<file path="src/rtl/fp_div_round_pack_if.sv">
// rtl/fp_div_round_pack_if.sv - upstream/downstream handshake bundle for the divider round/pack stage
interface fp_div_round_pack_if #(
    parameter int EW     = 8,
    parameter int FW     = 23,
    parameter int IEXP_W = EW + 2
);
    logic              in_valid;
    logic              in_ready;
    logic              in_sign;
    logic [IEXP_W-1:0] in_exp;
    logic [FW+3:0]     in_quo;
    logic              in_sticky;
    logic [1:0]        in_special;
    logic              in_invalid;
    logic              in_divzero;
    logic              out_valid;
    logic              out_ready;
    logic [EW+FW:0]    out_result;
    logic [4:0]        out_flags;

    modport master (
        output in_valid, in_sign, in_exp, in_quo, in_sticky, in_special,
               in_invalid, in_divzero, out_ready,
        input  in_ready, out_valid, out_result, out_flags
    );

    modport slave (
        input  in_valid, in_sign, in_exp, in_quo, in_sticky, in_special,
               in_invalid, in_divzero, out_ready,
        output in_ready, out_valid, out_result, out_flags
    );
endinterface

</file>
<file path="src/rtl/fp_div_round_pack.sv">
// rtl/fp_div_round_pack.sv - normalize, RNE round and pack binary32 quotient in a 2-stage valid/ready pipe
module fp_div_round_pack #(
    parameter int EW     = 8,
    parameter int FW     = 23,
    parameter int IEXP_W = EW + 2
) (
    input logic                clk,
    input logic                rst_n,
    fp_div_round_pack_if.slave bus
);
    localparam int W  = FW + 4;
    // Two spare bits so exp-1 and exp+1 never wrap at the input range limits.
    localparam int XW = IEXP_W + 2;
    localparam logic signed [XW-1:0] EMAX = XW'((1 << EW) - 1);

    logic                 r_s1_valid;
    logic                 r_s1_sign;
    logic signed [XW-1:0] r_s1_exp;
    logic [FW:0]          r_s1_m;
    logic                 r_s1_g;
    logic                 r_s1_s;
    logic [1:0]           r_s1_special;
    logic                 r_s1_invalid;
    logic                 r_s1_divzero;

    logic                 r_out_valid;
    logic [EW+FW:0]       r_out_result;
    logic [4:0]           r_out_flags;

    logic                 w_s2_load;
    logic                 w_s1_load;
    logic signed [XW-1:0] w_exp_ext;
    logic signed [XW-1:0] w_n_exp;
    logic [FW:0]          w_n_m;
    logic                 w_n_g;
    logic                 w_n_s;
    logic                 w_up;
    logic [FW+1:0]        w_mr;
    logic signed [XW-1:0] w_e2;
    logic                 w_nx;
    logic [EW+FW:0]       w_result;
    logic [4:0]           w_flags;

    assign w_s2_load     = ~r_out_valid | bus.out_ready;
    assign w_s1_load     = ~r_s1_valid | w_s2_load;
    assign bus.in_ready  = w_s1_load;
    assign bus.out_valid = r_out_valid;
    assign bus.out_result = r_out_result;
    assign bus.out_flags  = r_out_flags;

    always_comb begin
        w_exp_ext = {{(XW-IEXP_W){bus.in_exp[IEXP_W-1]}}, bus.in_exp};
        w_n_m     = bus.in_quo[W-1:3];
        w_n_g     = bus.in_quo[2];
        w_n_s     = (|bus.in_quo[1:0]) | bus.in_sticky;
        w_n_exp   = w_exp_ext;
        if (!bus.in_quo[W-1]) begin
            w_n_m   = bus.in_quo[W-2:2];
            w_n_g   = bus.in_quo[1];
            w_n_s   = bus.in_quo[0] | bus.in_sticky;
            w_n_exp = w_exp_ext - XW'(1);
        end
    end

    always_ff @(posedge clk or negedge rst_n) begin
        if (!rst_n) begin
            r_s1_valid   <= 1'b0;
            r_s1_sign    <= 1'b0;
            r_s1_exp     <= '0;
            r_s1_m       <= '0;
            r_s1_g       <= 1'b0;
            r_s1_s       <= 1'b0;
            r_s1_special <= 2'b00;
            r_s1_invalid <= 1'b0;
            r_s1_divzero <= 1'b0;
        end else if (w_s1_load) begin
            r_s1_valid <= bus.in_valid;
            if (bus.in_valid) begin
                r_s1_sign    <= bus.in_sign;
                r_s1_exp     <= w_n_exp;
                r_s1_m       <= w_n_m;
                r_s1_g       <= w_n_g;
                r_s1_s       <= w_n_s;
                r_s1_special <= bus.in_special;
                r_s1_invalid <= bus.in_invalid;
                r_s1_divzero <= bus.in_divzero;
            end
        end
    end

    // A mantissa carry leaves w_mr = 10..0, so its low FW bits are already the correct fraction.
    always_comb begin
        w_up     = r_s1_g & (r_s1_s | r_s1_m[0]);
        w_mr     = {1'b0, r_s1_m} + {{(FW+1){1'b0}}, w_up};
        w_e2     = r_s1_exp + {{(XW-1){1'b0}}, w_mr[FW+1]};
        w_nx     = r_s1_g | r_s1_s;
        w_result = {r_s1_sign, w_e2[EW-1:0], w_mr[FW-1:0]};
        w_flags  = {r_s1_invalid, r_s1_divzero, 3'b000};
        case (r_s1_special)
            2'b01: w_result = {r_s1_sign, {(EW+FW){1'b0}}};
            2'b10: w_result = {r_s1_sign, {EW{1'b1}}, {FW{1'b0}}};
            2'b11: w_result = {1'b0, {EW{1'b1}}, 1'b1, {(FW-1){1'b0}}};
            default: begin
                if (w_e2 >= EMAX) begin
                    w_result = {r_s1_sign, {EW{1'b1}}, {FW{1'b0}}};
                    w_flags  = {r_s1_invalid, r_s1_divzero, 3'b101};
                end else if (w_e2[XW-1] || (w_e2 == '0)) begin
                    w_result = {r_s1_sign, {(EW+FW){1'b0}}};
                    w_flags  = {r_s1_invalid, r_s1_divzero, 3'b011};
                end else begin
                    w_flags  = {r_s1_invalid, r_s1_divzero, 2'b00, w_nx};
                end
            end
        endcase
    end

    always_ff @(posedge clk or negedge rst_n) begin
        if (!rst_n) begin
            r_out_valid  <= 1'b0;
            r_out_result <= '0;
            r_out_flags  <= '0;
        end else if (w_s2_load) begin
            r_out_valid <= r_s1_valid;
            if (r_s1_valid) begin
                r_out_result <= w_result;
                r_out_flags  <= w_flags;
            end
        end
    end
endmodule

</file>
<file path="src/flat_wrapper.sv">
// flat-port wrapper written by rule: the top's interface ports become plain ports
module fp_div_round_pack_flat 
#(
    parameter int EW     = 8,
    parameter int FW     = 23,
    parameter int IEXP_W = EW + 2
)
  (clk, rst_n, bus_in_valid, bus_in_sign, bus_in_exp, bus_in_quo, bus_in_sticky, bus_in_special, bus_in_invalid, bus_in_divzero, bus_out_ready, bus_in_ready, bus_out_valid, bus_out_result, bus_out_flags);
  fp_div_round_pack_if #(.EW(EW), .FW(FW), .IEXP_W(IEXP_W)) bus_i ();
  input logic clk;
  input logic rst_n;
  input wire logic [$bits(bus_i.in_valid)-1:0] bus_in_valid;
  input wire logic [$bits(bus_i.in_sign)-1:0] bus_in_sign;
  input wire logic [$bits(bus_i.in_exp)-1:0] bus_in_exp;
  input wire logic [$bits(bus_i.in_quo)-1:0] bus_in_quo;
  input wire logic [$bits(bus_i.in_sticky)-1:0] bus_in_sticky;
  input wire logic [$bits(bus_i.in_special)-1:0] bus_in_special;
  input wire logic [$bits(bus_i.in_invalid)-1:0] bus_in_invalid;
  input wire logic [$bits(bus_i.in_divzero)-1:0] bus_in_divzero;
  input wire logic [$bits(bus_i.out_ready)-1:0] bus_out_ready;
  output wire logic [$bits(bus_i.in_ready)-1:0] bus_in_ready;
  output wire logic [$bits(bus_i.out_valid)-1:0] bus_out_valid;
  output wire logic [$bits(bus_i.out_result)-1:0] bus_out_result;
  output wire logic [$bits(bus_i.out_flags)-1:0] bus_out_flags;
  assign bus_i.in_valid = bus_in_valid;
  assign bus_i.in_sign = bus_in_sign;
  assign bus_i.in_exp = bus_in_exp;
  assign bus_i.in_quo = bus_in_quo;
  assign bus_i.in_sticky = bus_in_sticky;
  assign bus_i.in_special = bus_in_special;
  assign bus_i.in_invalid = bus_in_invalid;
  assign bus_i.in_divzero = bus_in_divzero;
  assign bus_i.out_ready = bus_out_ready;
  assign bus_in_ready = bus_i.in_ready;
  assign bus_out_valid = bus_i.out_valid;
  assign bus_out_result = bus_i.out_result;
  assign bus_out_flags = bus_i.out_flags;
  fp_div_round_pack #(.EW(EW), .FW(FW), .IEXP_W(IEXP_W)) u_core (.clk(clk), .rst_n(rst_n), .bus(bus_i));
endmodule
</file>
<file path="config.mk">
export PLATFORM = sky130hd
export DESIGN_NAME = fp_div_round_pack_flat
export DESIGN_NICKNAME = d
export VERILOG_FILES = /design/src/rtl/fp_div_round_pack_if.sv /design/src/rtl/fp_div_round_pack.sv /design/src/flat_wrapper.sv
export SDC_FILE = /design/constraint.sdc
export NUM_CORES = 1
export LEC_CHECK = 0
export ABC_AREA = 1
export CAP_MARGIN = 20
export CORE_UTILIZATION = 53
export CTS_CLUSTER_DIAMETER = 100
export CTS_CLUSTER_SIZE = 10
export DETAILED_ROUTE_END_ITERATION = 8
export GPL_TIMING_DRIVEN = 0
export MAX_ROUTING_LAYER = met4
export PLACE_DENSITY = 0.83
export RECOVER_POWER = 50
export SETUP_SLACK_MARGIN = 0.1
export SLEW_MARGIN = 20
export SYNTH_ARGS = -nofsm -noshare
export SYNTH_HDL_FRONTEND = slang
export SYNTH_SLANG_ARGS = --single-unit
</file>
<file path="constraint.sdc">
create_clock -name clk -period 4.15 [get_ports clk]
set_clock_uncertainty 0.15 [all_clocks]
set_input_delay 0.415 -clock clk [delete_from_list [all_inputs] [get_ports clk]]
set_output_delay 0.415 -clock clk [all_outputs]
set_load 0.005 [all_outputs]
</file>
==> qor.txt, run 1 <==
wire per inst: 14.3 um
proportion of layout cells with a drive suffix above 1: 8.16%
GPL Wtd Cong: 0.893
clock tree from TritonCTS: built
buffering stage count on the worst path with inverters included: 3
list of cells traversed by the critical path: nor2_1 -> nor2_1 -> ha_2 -> ha_4 -> nand3_2 -> nor3_4 -> and3_4 -> nand2_1 -> nor3_2 -> nand2_1 -> nor3_2 -> ha_2 -> buf_4 -> inv_1 -> nor2_4 -> nand3_2 -> nand2_4 -> nand3b_2 -> nor2_4 -> nand2_2 -> nand2_2 -> nand3_4 -> buf_6 -> o21ai_2
Synth Register Bits: 81
Worst path depth: 24
category of the most critical setup path: flop to flop
post-synthesis cell type count: 41
wire length of the first global-routing pass: 19.1 mm
Util after Layout: 70.6%
delay of the slowest cell on the worst path: 0.38 ns
Arr. time, crit path: 3.93 ns
Syn Inst Count: 605
die footprint: 8930 um^2
number of cells traversed by the worst hold path: 3
antenna diode instance count: 0
DRC violations left: 0
IO Count: 86
total nets after synthesis: 657
most instantiated flip-flop cell in the synthesis netlist: sky130_fd_sc_hd__dfrtp_1
H-tree levels: 3
EDFF count, synth: 0
part of the total power dissipated in sequential elements: 44.9%
violations in the final reports: capacitance limit, slew limit
Vert. Die Dim: 94.5 um
worst min-delay path class: input pin to flop
via count of the first global-routing pass: 4050
CP required: 4.27 ns
number of clock buffers inserted by TritonCTS: 9
worst-case reg-to-reg path depth: 24
share of the yosys chip area belonging to registers: 44.7%
Detailed Routing Iterations Pass 1: 5
Final min period: 3.81 ns
hold path startpoint: bus_in_quo[26]
number of warnings issued by yosys: 0
post-layout net count: 758
Setup WS post-layout: 0.339 ns
Starting DRT DRC Count: 286
global-route total usage across every layer: 28.8%
Setup TNS: 0 ns
Cell Area, Placed: 5530 um^2
setup repair after global routing missed its margin: false
relative contribution of the clock network to total power: 26.2%
Combinational Power Share: 28.9%
async set or reset register ratio after synthesis: 100%
Worst slew margin: -19.8%
final hold slack: 0.312 ns
count of input and output buffers: 84
Maximum Capacitance Violations: 1
worst r2r src: u_core.r_s1_m[0]
CTS clock-pin slew for the worst setup and hold paths: 0.08 ns
FP Rows: 33
Starting Density: 54.9%
status: finished, violations left
part of the cycle the worst path needs: 91.8%
Crit-path slowest cell: sky130_fd_sc_hd__dfrtp_1
internal power: 1.57 mW
endpoint type of the worst setup path: flop
Floorplan Core Area: 8260 um^2
power dissipated by switching net loads: 758 uW
beginning of the critical path: u_core.r_s1_m[0]
setup violators final: 0
CTS Root Buffer Type: sky130_fd_sc_hd__clkbuf_8
overflow left after global routing: 0
Final Routed Wirelength: 11.7 mm
source-to-sink clock delay at the later pin of the worst-skew pair: 0.34 ns
kind of cell with the highest combined delay on the critical path: simple AND/OR/NAND/NOR gates
CTS max path bufs: 2
slew at the pin with the worst max-slew slack: 1.80 ns
pre-CTS WS: -0.357 ns
leakage power: 2.66 nW
Area growth, synth to finish: 28.6%
final-report hold violation count: 0
largest net degree at the start of global routing: 49
post-route design area: 5830 um^2
average vias per placed instance: 5.39
biggest fanout along the worst timing path: 10
Detail Placement HPWL: 9.11 mm
Avg Cell Area, Syn: 7.49 um^2
number of antenna violations at the first check in global routing: 0
count of final max-slew check failures: 35
post-detailed-route count of antenna-violating nets: 0
maximum vdd drop: 0.166 mV
achievable clock frequency: 0.262 GHz
detailed-route via count: 4395
Worst Setup Start Kind: flop
netlist area before placement: 4530 um^2
switching share of total power: 32.6%
power per cell area: 399 nW/um^2
Die X-Extent: 94.5 um
Fill cells: 681
CTS Sinks: 81
what timing repair did:
action / CTS / global route
hold buffers: 1 / 0
buffers inserted: 3 / 1
pin swaps: 3 / 3
setup endpoints to repair: 34 / 33
endpoints found under the hold margin: 33 / 0
resized for setup: 7 / 10
per-stage QoR:
step | instances | total power, mW
floorplan | 605 | 1.38
global placement | 794 | 1.69
detailed placement | 795 | 1.72
CTS | 815 | 2.33
global route | 816 | 2.47
finish | 816 | 2.33
metal layers:
layer | GRT usage (%) | vias up | wire, um
li1 | - | 2173 | -
met5 | - | - | 0
met1 | 40.5 | 2049 | 5390
met2 | 44.3 | 164 | 5520
met4 | 8.21 | 0 | 107
met3 | 3.14 | 9 | 662
cell type report:
| type | count | area (um^2) | area share (%) |
|---|---|---|---|
| flip-flops and latches | 81 | 2030 | 34.8 |
| plain buffers | 22 | 97.6 | 1.67 |
| clock inverters | 3 | 65.1 | 1.12 |
| multi-input cells | 449 | 2290 | 39.3 |
| inverters | 53 | 199 | 3.41 |
| clock buffers | 13 | 139 | 2.38 |
| repair buffers | 90 | 880 | 15.1 |
| well taps | 105 | 131 | 2.25 |
worst register-to-register path, delay by kind of cell, from the launching register on:
family / cells / cell delay (ns)
compound gates: 1 / 0.13
flops: 1 / 0.38
buf+inv: 3 / 0.38
simple gates: 17 / 2.10
fa+ha+maj: 3 / 0.61
cell usage in the layout (no fill, tap or decap), drive strengths merged, types with 2 or more instances in the layout:
cell,netlist,final
o22ai,2,2
nand3,34,34
xnor2,6,6
xor2,10,10
clkbuf,19,34
o211ai,3,3
o21bai,2,2
dfrtp,81,81
inv,53,53
nand2,190,190
nor3,11,11
ha,5,5
bufinv,0,2
buf,3,7
dlygate4sd3,0,16
o21ai,44,44
a31oi,25,25
nor2,80,80
clkdlybuf4s50,0,68
and3,2,2
nor4,2,2
nand3b,2,2
nand4,11,11
a21oi,10,10
or2,4,4
logic make-up (layout without fill, tap and decap cells):
| family | after synthesis | count (layout) | synth area share [%] |
|---|---|---|---|
| AOI/OAI and AO/OA | 90 | 90 | 12.1 |
| and+or+nand+nor | 338 | 338 | 32.2 |
| adders and majority gates | 5 | 5 | 1.38 |
| buffers and inverters | 75 | 181 | 6.54 |
| DFF | 81 | 81 | 44.7 |
| xor gates and xnor gates | 16 | 16 | 3.09 |
path summary, 6_finish.rpt:
kind / to / slack, ns
setup / recovery: u_core.bus.out_result[10] / 0.34
hold / removal: u_core.r_s1_exp[0] / 0.31
setup reg to reg: u_core.bus.out_result[10] / 0.34
hold reg to reg: u_core.bus.out_result[5] / 0.34
max in group asynchronous: u_core.r_s1_m[20] / 0.95
min in group asynchronous: u_core.bus.out_result[8] / 0.94
sequential cells by signal (all words and copies together) (netlist names):
name and cells:
u_core.r_s1_exp 11, u_core.r_s1_sign 1, u_core.bus.out_flags 5, u_core.r_s1_valid 1
u_core.r_s1_divzero 1, u_core.bus.out_result 32, u_core.bus.out_valid 1, u_core.r_s1_s 1
u_core.r_s1_special 2, u_core.r_s1_g 1, u_core.r_s1_m 24, u_core.r_s1_invalid 1
cell usage after synthesis, drive strengths merged (2+ instances only):
master	n	area [um^2]
nand2	190	728
dfrtp	81	2030
nor2	80	320
inv	53	199
o21ai	44	258
nand3	34	188
a31oi	25	156
clkbuf	19	71.3
nand4	11	68.8
nor3	11	65.1
a21oi	10	50.1
xor2	10	87.6
xnor2	6	52.6
ha	5	62.6
or2	4	25.0
buf	3	26.3
o211ai	3	22.5
and3	2	12.5
nand3b	2	18.8
nor4	2	12.5
o21bai	2	15.0
o22ai	2	12.5
power by group through the flow:
| stage | logic, mW | clock network, mW | registers (mW) |
|---|---|---|---|
| floorplan | 0.355 | 0 | 1.03 |
| global placement | 0.643 | 0 | 1.05 |
| detailed placement | 0.663 | 0 | 1.06 |
| CTS | 0.675 | 0.617 | 1.04 |
| global route | 0.757 | 0.656 | 1.06 |
| finish | 0.673 | 0.609 | 1.04 |
Note: power is estimated with default switching activity, not from simulation.
==> run 2: changes to the inputs <==
RECOVER_POWER = 25   (was 50)
==> run 2 against run 1 <==
Against the previous run: the flow still finishes with violations (capacitance limit, slew limit); via count hardly changed; flip-flop and latch count stayed put; clock power hardly changed; utilization stayed put; fmax hardly changed; setup slack worse by 0.0030 ns; sequential share of layout area stayed put; global-route usage stayed put; combinational power is 1% higher.
==> qor.txt, run 2 (synthesis results as in run 1) <==
status: finished, violations left
violations in the final reports: capacitance limit, slew limit
CTS Root Buffer Type: sky130_fd_sc_hd__clkbuf_8
Starting Density: 54.9%
delay of the slowest cell on the worst path: 0.38 ns
H-tree levels: 3
endpoint type of the worst setup path: flop
GPL Wtd Cong: 0.893
number of clock buffers inserted by TritonCTS: 9
largest net degree at the start of global routing: 49
via count of the first global-routing pass: 4050
overflow left after global routing: 0
Detail Placement HPWL: 9.11 mm
placed insts: 795
Arr. time, crit path: 3.93 ns
flip-flop count of the largest register, all copies and words added: 32
global-route total usage across every layer: 28.8%
wire per inst: 14.4 um
number of antenna violations at the first check in global routing: 0
Detailed Routing Iterations Pass 1: 5
wire length of the first global-routing pass: 19.1 mm
detailed-route via count: 4392
FP Rows: 33
hold path startpoint: bus_in_quo[26]
power per cell area: 401 nW/um^2
setup violators final: 0
Maximum Capacitance Violations: 1
post-detailed-route count of antenna-violating nets: 0
proportion of layout cells with a drive suffix above 1: 8.16%
power after layout: 2.34 mW
Vert. Die Dim: 94.5 um
count of input and output buffers: 84
clock tree from TritonCTS: built
category of the most critical setup path: flop to flop
kind of cell with the highest combined delay on the critical path: simple AND/OR/NAND/NOR gates
buffering stage count on the worst path with inverters included: 3
Final min period: 3.81 ns
Cell Area, Placed: 5530 um^2
CTS clock-pin slew for the worst setup and hold paths: 0.08 ns
met2 global-route usage: 44.3%
DRC violations left: 0
worst r2r src: u_core.r_s1_m[0]
Worst slew margin: -21.0%
CTS max path bufs: 2
part of the cycle the worst path needs: 91.9%
biggest fanout along the worst timing path: 10
Worst Setup Start Kind: flop
beginning of the critical path: u_core.r_s1_m[0]
Area growth, synth to finish: 28.6%
final-report hold violation count: 0
busiest layer in global routing: met2
Layout Cells excl Fill: 816
Worst R2R Setup Slack: 0.34 ns
achievable clock frequency: 0.262 GHz
worst min-delay path class: input pin to flop
antenna diode instance count: 0
count of final max-slew check failures: 35
CP required: 4.27 ns
Floorplan Core Area: 8260 um^2
met3 global-route usage: 3.14%
Crit-path slowest cell: sky130_fd_sc_hd__dfrtp_1
post-layout net count: 758
CTS Sinks: 81
Starting DRT DRC Count: 274
die footprint: 8930 um^2
leakage power: 2.64 nW
Die X-Extent: 94.5 um
met1 global-route usage: 40.5%
slew at the pin with the worst max-slew slack: 1.81 ns
source-to-sink clock delay at the later pin of the worst-skew pair: 0.34 ns
average vias per placed instance: 5.38
post-route design area: 5830 um^2
Final Routed Wirelength: 11.7 mm
most frequent standard cell in the layout excluding fill and tap cells: sky130_fd_sc_hd__nand2_1
highest-count cells in the layout ignoring fill and taps: 185 x sky130_fd_sc_hd__nand2_1, 83 x sky130_fd_sc_hd__clkdlybuf4s50_1, 81 x sky130_fd_sc_hd__dfrtp_1, 75 x sky130_fd_sc_hd__nor2_1, 52 x sky130_fd_sc_hd__inv_1
Fill cells: 681
list of cells traversed by the critical path: nor2_1 -> nor2_1 -> ha_2 -> ha_4 -> nand3_2 -> nor3_4 -> and3_4 -> nand2_1 -> nor3_2 -> nand2_1 -> nor3_2 -> ha_2 -> buf_4 -> inv_1 -> nor2_4 -> nand3_2 -> nand2_4 -> nand3b_2 -> nor2_4 -> nand2_2 -> nand2_2 -> nand3_4 -> buf_6 -> o21ai_2
setup repair after global routing missed its margin: false
IO Count: 86
maximum vdd drop: 0.166 mV
==> run 2: changes by cell type in the layout (fill, tap and decap cells not counted) <==
cell / change
sky130_fd_sc_hd__clkdlybuf4s50_1: +15
sky130_fd_sc_hd__dlygate4sd3_1: -15
==> run 2: worst min-delay path: stages <==
cell and delay (ns):
sky130_fd_sc_hd__clkbuf_1 0.18, sky130_fd_sc_hd__nand2_1 0.11, sky130_fd_sc_hd__a31oi_1 0.07
==> run 2: layout make-up <==
class | count | area (um^2) | area share [%]
multi-input cells | 449 | 2290 | 39.3
flip-flops and latches | 81 | 2030 | 34.8
repair buffers | 90 | 880 | 15.1
inverters | 53 | 199 | 3.41
clock buffers | 13 | 139 | 2.38
well taps | 105 | 131 | 2.25
plain buffers | 22 | 97.6 | 1.67
clock inverters | 3 | 65.1 | 1.12
==> run 2: power by group <==
group | internal (mW) | switching, mW | total (mW)
sequential | 0.922 | 0.124 | 1.05
clock | 0.340 | 0.269 | 0.608
combinational | 0.317 | 0.366 | 0.683
==> run 2: metal layers <==
metal / part of all wire (%) / up-vias
li1: - / 2175
met1: 46 / 2050
met2: 47 / 158
met3: 6.0 / 9
met4: 0.93 / 0
met5: 0 / -
==> run 2: metrics by stage <==
step / util (%) / TNS, ns / hold WS, ns / worst slack [ns]
floorplan: - / 0 / -0.0306 / 0.463
global placement: 66.7 / -21.59 / 0.315 / -0.224
detailed placement: 67.0 / -8.09 / 0.247 / -0.357
CTS: 70.2 / 0 / 0.300 / 0.113
global route: 70.6 / 0 / 0.333 / 0.115
finish: 70.6 / 0 / 0.312 / 0.336
==> run 2: final timing paths <==
| path | end | cells after the start |
|---|---|---|
| worst min register to register | u_core.bus.out_result[5] | 2 |
| max in group asynchronous | u_core.bus.out_result[0] | 3 |
| worst min-delay path | u_core.r_s1_exp[0] | 3 |
| min in group asynchronous | u_core.bus.out_result[8] | 2 |
| worst max register to register | u_core.bus.out_result[10] | 24 |
| worst max-delay path | u_core.bus.out_result[10] | 24 |
==> run 2: repair_timing <==
| item | CTS | global route |
|---|---|---|
| buffers inserted | 3 | 1 |
| pin swaps | 3 | 3 |
| hold buffers | 1 | 0 |
| gates resized for setup | 7 | 10 |
| endpoints found under the setup margin | 34 | 33 |
| endpoints found under the hold margin | 33 | 0 |
==> run 3: changes to the inputs <==
SETUP_SLACK_MARGIN = not set   (was 0.1)
TNS_END_PERCENT = 100   (was not set)
==> run 3 against run 2 <==
Against the previous run: the run still ends with capacitance limit, slew limit left; global-route usage down 0.11 points; total power down 0.36%; critical path depth down 3; count of clock-buffer cells in the layout unchanged; combinational power down 1%; cell area down 0.56%; register-to-register slack worse by 0.14 ns; die area unchanged; clock power about the same; sequential share of layout area up 0.20 points; critical path type unchanged; largest cell class unchanged.
==> qor.txt, run 3 (synthesis results as in run 1) <==
clock tree from TritonCTS: built
power dissipated by switching net loads: 753 uW
category of the most critical setup path: flop to flop
part of the total power dissipated in sequential elements: 44.8%
die footprint: 8930 um^2
setup violators final: 0
final-report hold violation count: 0
slew at the pin with the worst max-slew slack: 1.82 ns
Util after Layout: 70.2%
part of the cycle the worst path needs: 95.2%
Worst R2R Setup Slack: 0.20 ns
wire per inst: 14.2 um
post-detailed-route count of antenna-violating nets: 0
status: finished, violations left
CP required: 4.23 ns
Worst path depth: 21
worst r2r src: u_core.r_s1_m[0]
IO Count: 86
busiest layer in global routing: met2
Maximum Capacitance Violations: 1
via count of the first global-routing pass: 4029
flip-flop count of the largest register, all copies and words added: 32
FP Rows: 33
met2 global-route usage: 44.0%
buffering stage count on the worst path with inverters included: 2
count of input and output buffers: 84
endpoint type of the worst setup path: flop
Cell Area, Placed: 5530 um^2
most frequent standard cell in the layout excluding fill and tap cells: sky130_fd_sc_hd__nand2_1
timing endpoint of the critical path: u_core.bus.out_result[10]
number of antenna violations at the first check in global routing: 0
Vert. Die Dim: 94.5 um
switching share of total power: 32.4%
internal power: 1.57 mW
biggest fanout along the worst timing path: 10
Die X-Extent: 94.5 um
H-tree levels: 3
final hold slack: 0.308 ns
CTS clock-pin slew for the worst setup and hold paths: 0.08 ns
number of clock buffers inserted by TritonCTS: 9
worst-case reg-to-reg path depth: 21
CTS Root Buffer Type: sky130_fd_sc_hd__clkbuf_8
count of final max-slew check failures: 35
proportion of layout cells with a drive suffix above 1: 8.03%
CTS Sinks: 81
average vias per placed instance: 5.39
detailed-route via count: 4395
worst min-delay path class: input pin to flop
wire length of the first global-routing pass: 19.0 mm
Floorplan Core Area: 8260 um^2
kind of cell with the highest combined delay on the critical path: simple AND/OR/NAND/NOR gates
Starting DRT DRC Count: 229
highest-count cells in the layout ignoring fill and taps: 185 x sky130_fd_sc_hd__nand2_1, 83 x sky130_fd_sc_hd__clkdlybuf4s50_1, 81 x sky130_fd_sc_hd__dfrtp_1, 75 x sky130_fd_sc_hd__nor2_1, 52 x sky130_fd_sc_hd__inv_1
Arr. time, crit path: 4.03 ns
Detail Placement HPWL: 9.11 mm
list of cells traversed by the critical path: nor2_1 -> nor2_1 -> ha_2 -> ha_4 -> nand3_2 -> nor3_4 -> and3_2 -> nand2_1 -> nor3_2 -> nand2_1 -> nor3_2 -> ha_2 -> buf_4 -> nand3_1 -> o21ai_0 -> nand3_1 -> nor3_2 -> a21boi_4 -> nand3_4 -> buf_6 -> o21ai_2
post-layout net count: 757
Fill cells: 680
GPL Wtd Cong: 0.893
placed insts: 795
Area growth, synth to finish: 27.8%
delay of the slowest cell on the worst path: 0.38 ns
Final min period: 3.95 ns
Worst path most repeated cell: sky130_fd_sc_hd__nor3_2
Worst slew margin: -21.6%
destination of the worst register-to-register timing path: u_core.bus.out_result[10]
leakage power: 2.63 nW
power per cell area: 402 nW/um^2
global-route total usage across every layer: 28.7%
post-route design area: 5800 um^2
Detailed Routing Iterations Pass 1: 5
Final Routed Wirelength: 11.6 mm
met3 global-route usage: 3.14%
antenna diode instance count: 0
CTS max path bufs: 2
overflow left after global routing: 0
violations in the final reports: capacitance limit, slew limit
Worst Setup Start Kind: flop
source-to-sink clock delay at the later pin of the worst-skew pair: 0.35 ns
setup repair after global routing missed its margin: false
Layout Cells excl Fill: 815
Crit-path slowest cell: sky130_fd_sc_hd__dfrtp_1
relative contribution of the clock network to total power: 26.1%
DRC violations left: 0
Combinational Power Share: 29.0%
beginning of the critical path: u_core.r_s1_m[0]
maximum vdd drop: 0.166 mV
achievable clock frequency: 0.253 GHz
met1 global-route usage: 40.5%
largest net degree at the start of global routing: 49
Starting Density: 54.9%
run 3: cell types whose count changed in the layout (fill, tap and decap cells not counted), sizes merged:
| cell | previous run | this run |
|---|---|---|
| buf | 7 | 6 |
run 3: layer usage:
metal	vias to the layer above	wire length (um)
li1	2173	-
met1	2050	5360
met2	152	5440
met3	20	609
met4	0	167
met5	-	0
run 3: final cells by class:
| type | count | area (um^2) | area share (%) |
|---|---|---|---|
| timing repair buffer | 89 | 872 | 15.0 |
| inverter | 53 | 199 | 3.43 |
| tap | 105 | 131 | 2.27 |
| sequential | 81 | 2030 | 35.0 |
| buffer | 22 | 97.6 | 1.68 |
| clock inverter | 3 | 65.1 | 1.12 |
| multi-input combinational | 449 | 2260 | 39.1 |
| clock buffer | 13 | 139 | 2.40 |
run 3: what timing repair did:
| item | CTS | global route |
|---|---|---|
| buffers inserted | 3 | 0 |
| resized for setup | 5 | 8 |
| endpoints found under the hold margin | 33 | 0 |
| setup endpoints to repair | 32 | 34 |
| pin swaps | 3 | 1 |
| hold buffers | 1 | 0 |
run 3: stage by stage:
stage	setup WS, ns	power (mW)	TNS [ns]
2_1_floorplan	0.463	1.38	0
3_3_place_gp	-0.224	1.69	-21.59
3_5_place_dp	-0.357	1.72	-8.09
4_1_cts	0.0000839	2.33	0
5_1_grt	0.0140	2.48	0
6_report	0.200	2.33	0
run 3: worst min-delay path by stage:
stage	start	end	slack, ns	depth (start not counted)
2_1_floorplan	rst_n	u_core.bus.out_flags[0]	-0.03	0
3_3_place_gp	u_core.bus.out_result[19]	u_core.bus.out_result[19]	0.31	2
3_5_place_dp	rst_n	u_core.bus.out_result[8]	0.25	1
4_1_cts	bus_in_quo[26]	u_core.r_s1_m[22]	0.30	3
5_1_grt	bus_in_quo[26]	u_core.r_s1_exp[0]	0.33	3
6_report	bus_in_quo[26]	u_core.r_s1_exp[0]	0.31	3
run 3: power groups by stage:
| stage | Sequential (mW) | Combinational, mW | Clock [mW] |
|---|---|---|---|
| floorplan | 1.03 | 0.355 | 0 |
| global placement | 1.05 | 0.643 | 0 |
| detailed placement | 1.06 | 0.663 | 0 |
| CTS | 1.04 | 0.674 | 0.617 |
| global route | 1.06 | 0.760 | 0.656 |
| finish | 1.04 | 0.676 | 0.609 |
run 3: worst reg2reg max path, delay by kind of cell, from the launching register on:
kind | cells | cell delay [ns]
flops | 1 | 0.38
fa+ha+maj | 3 | 0.59
simple gates | 13 | 1.93
compound gates | 3 | 0.48
buf+inv | 2 | 0.31
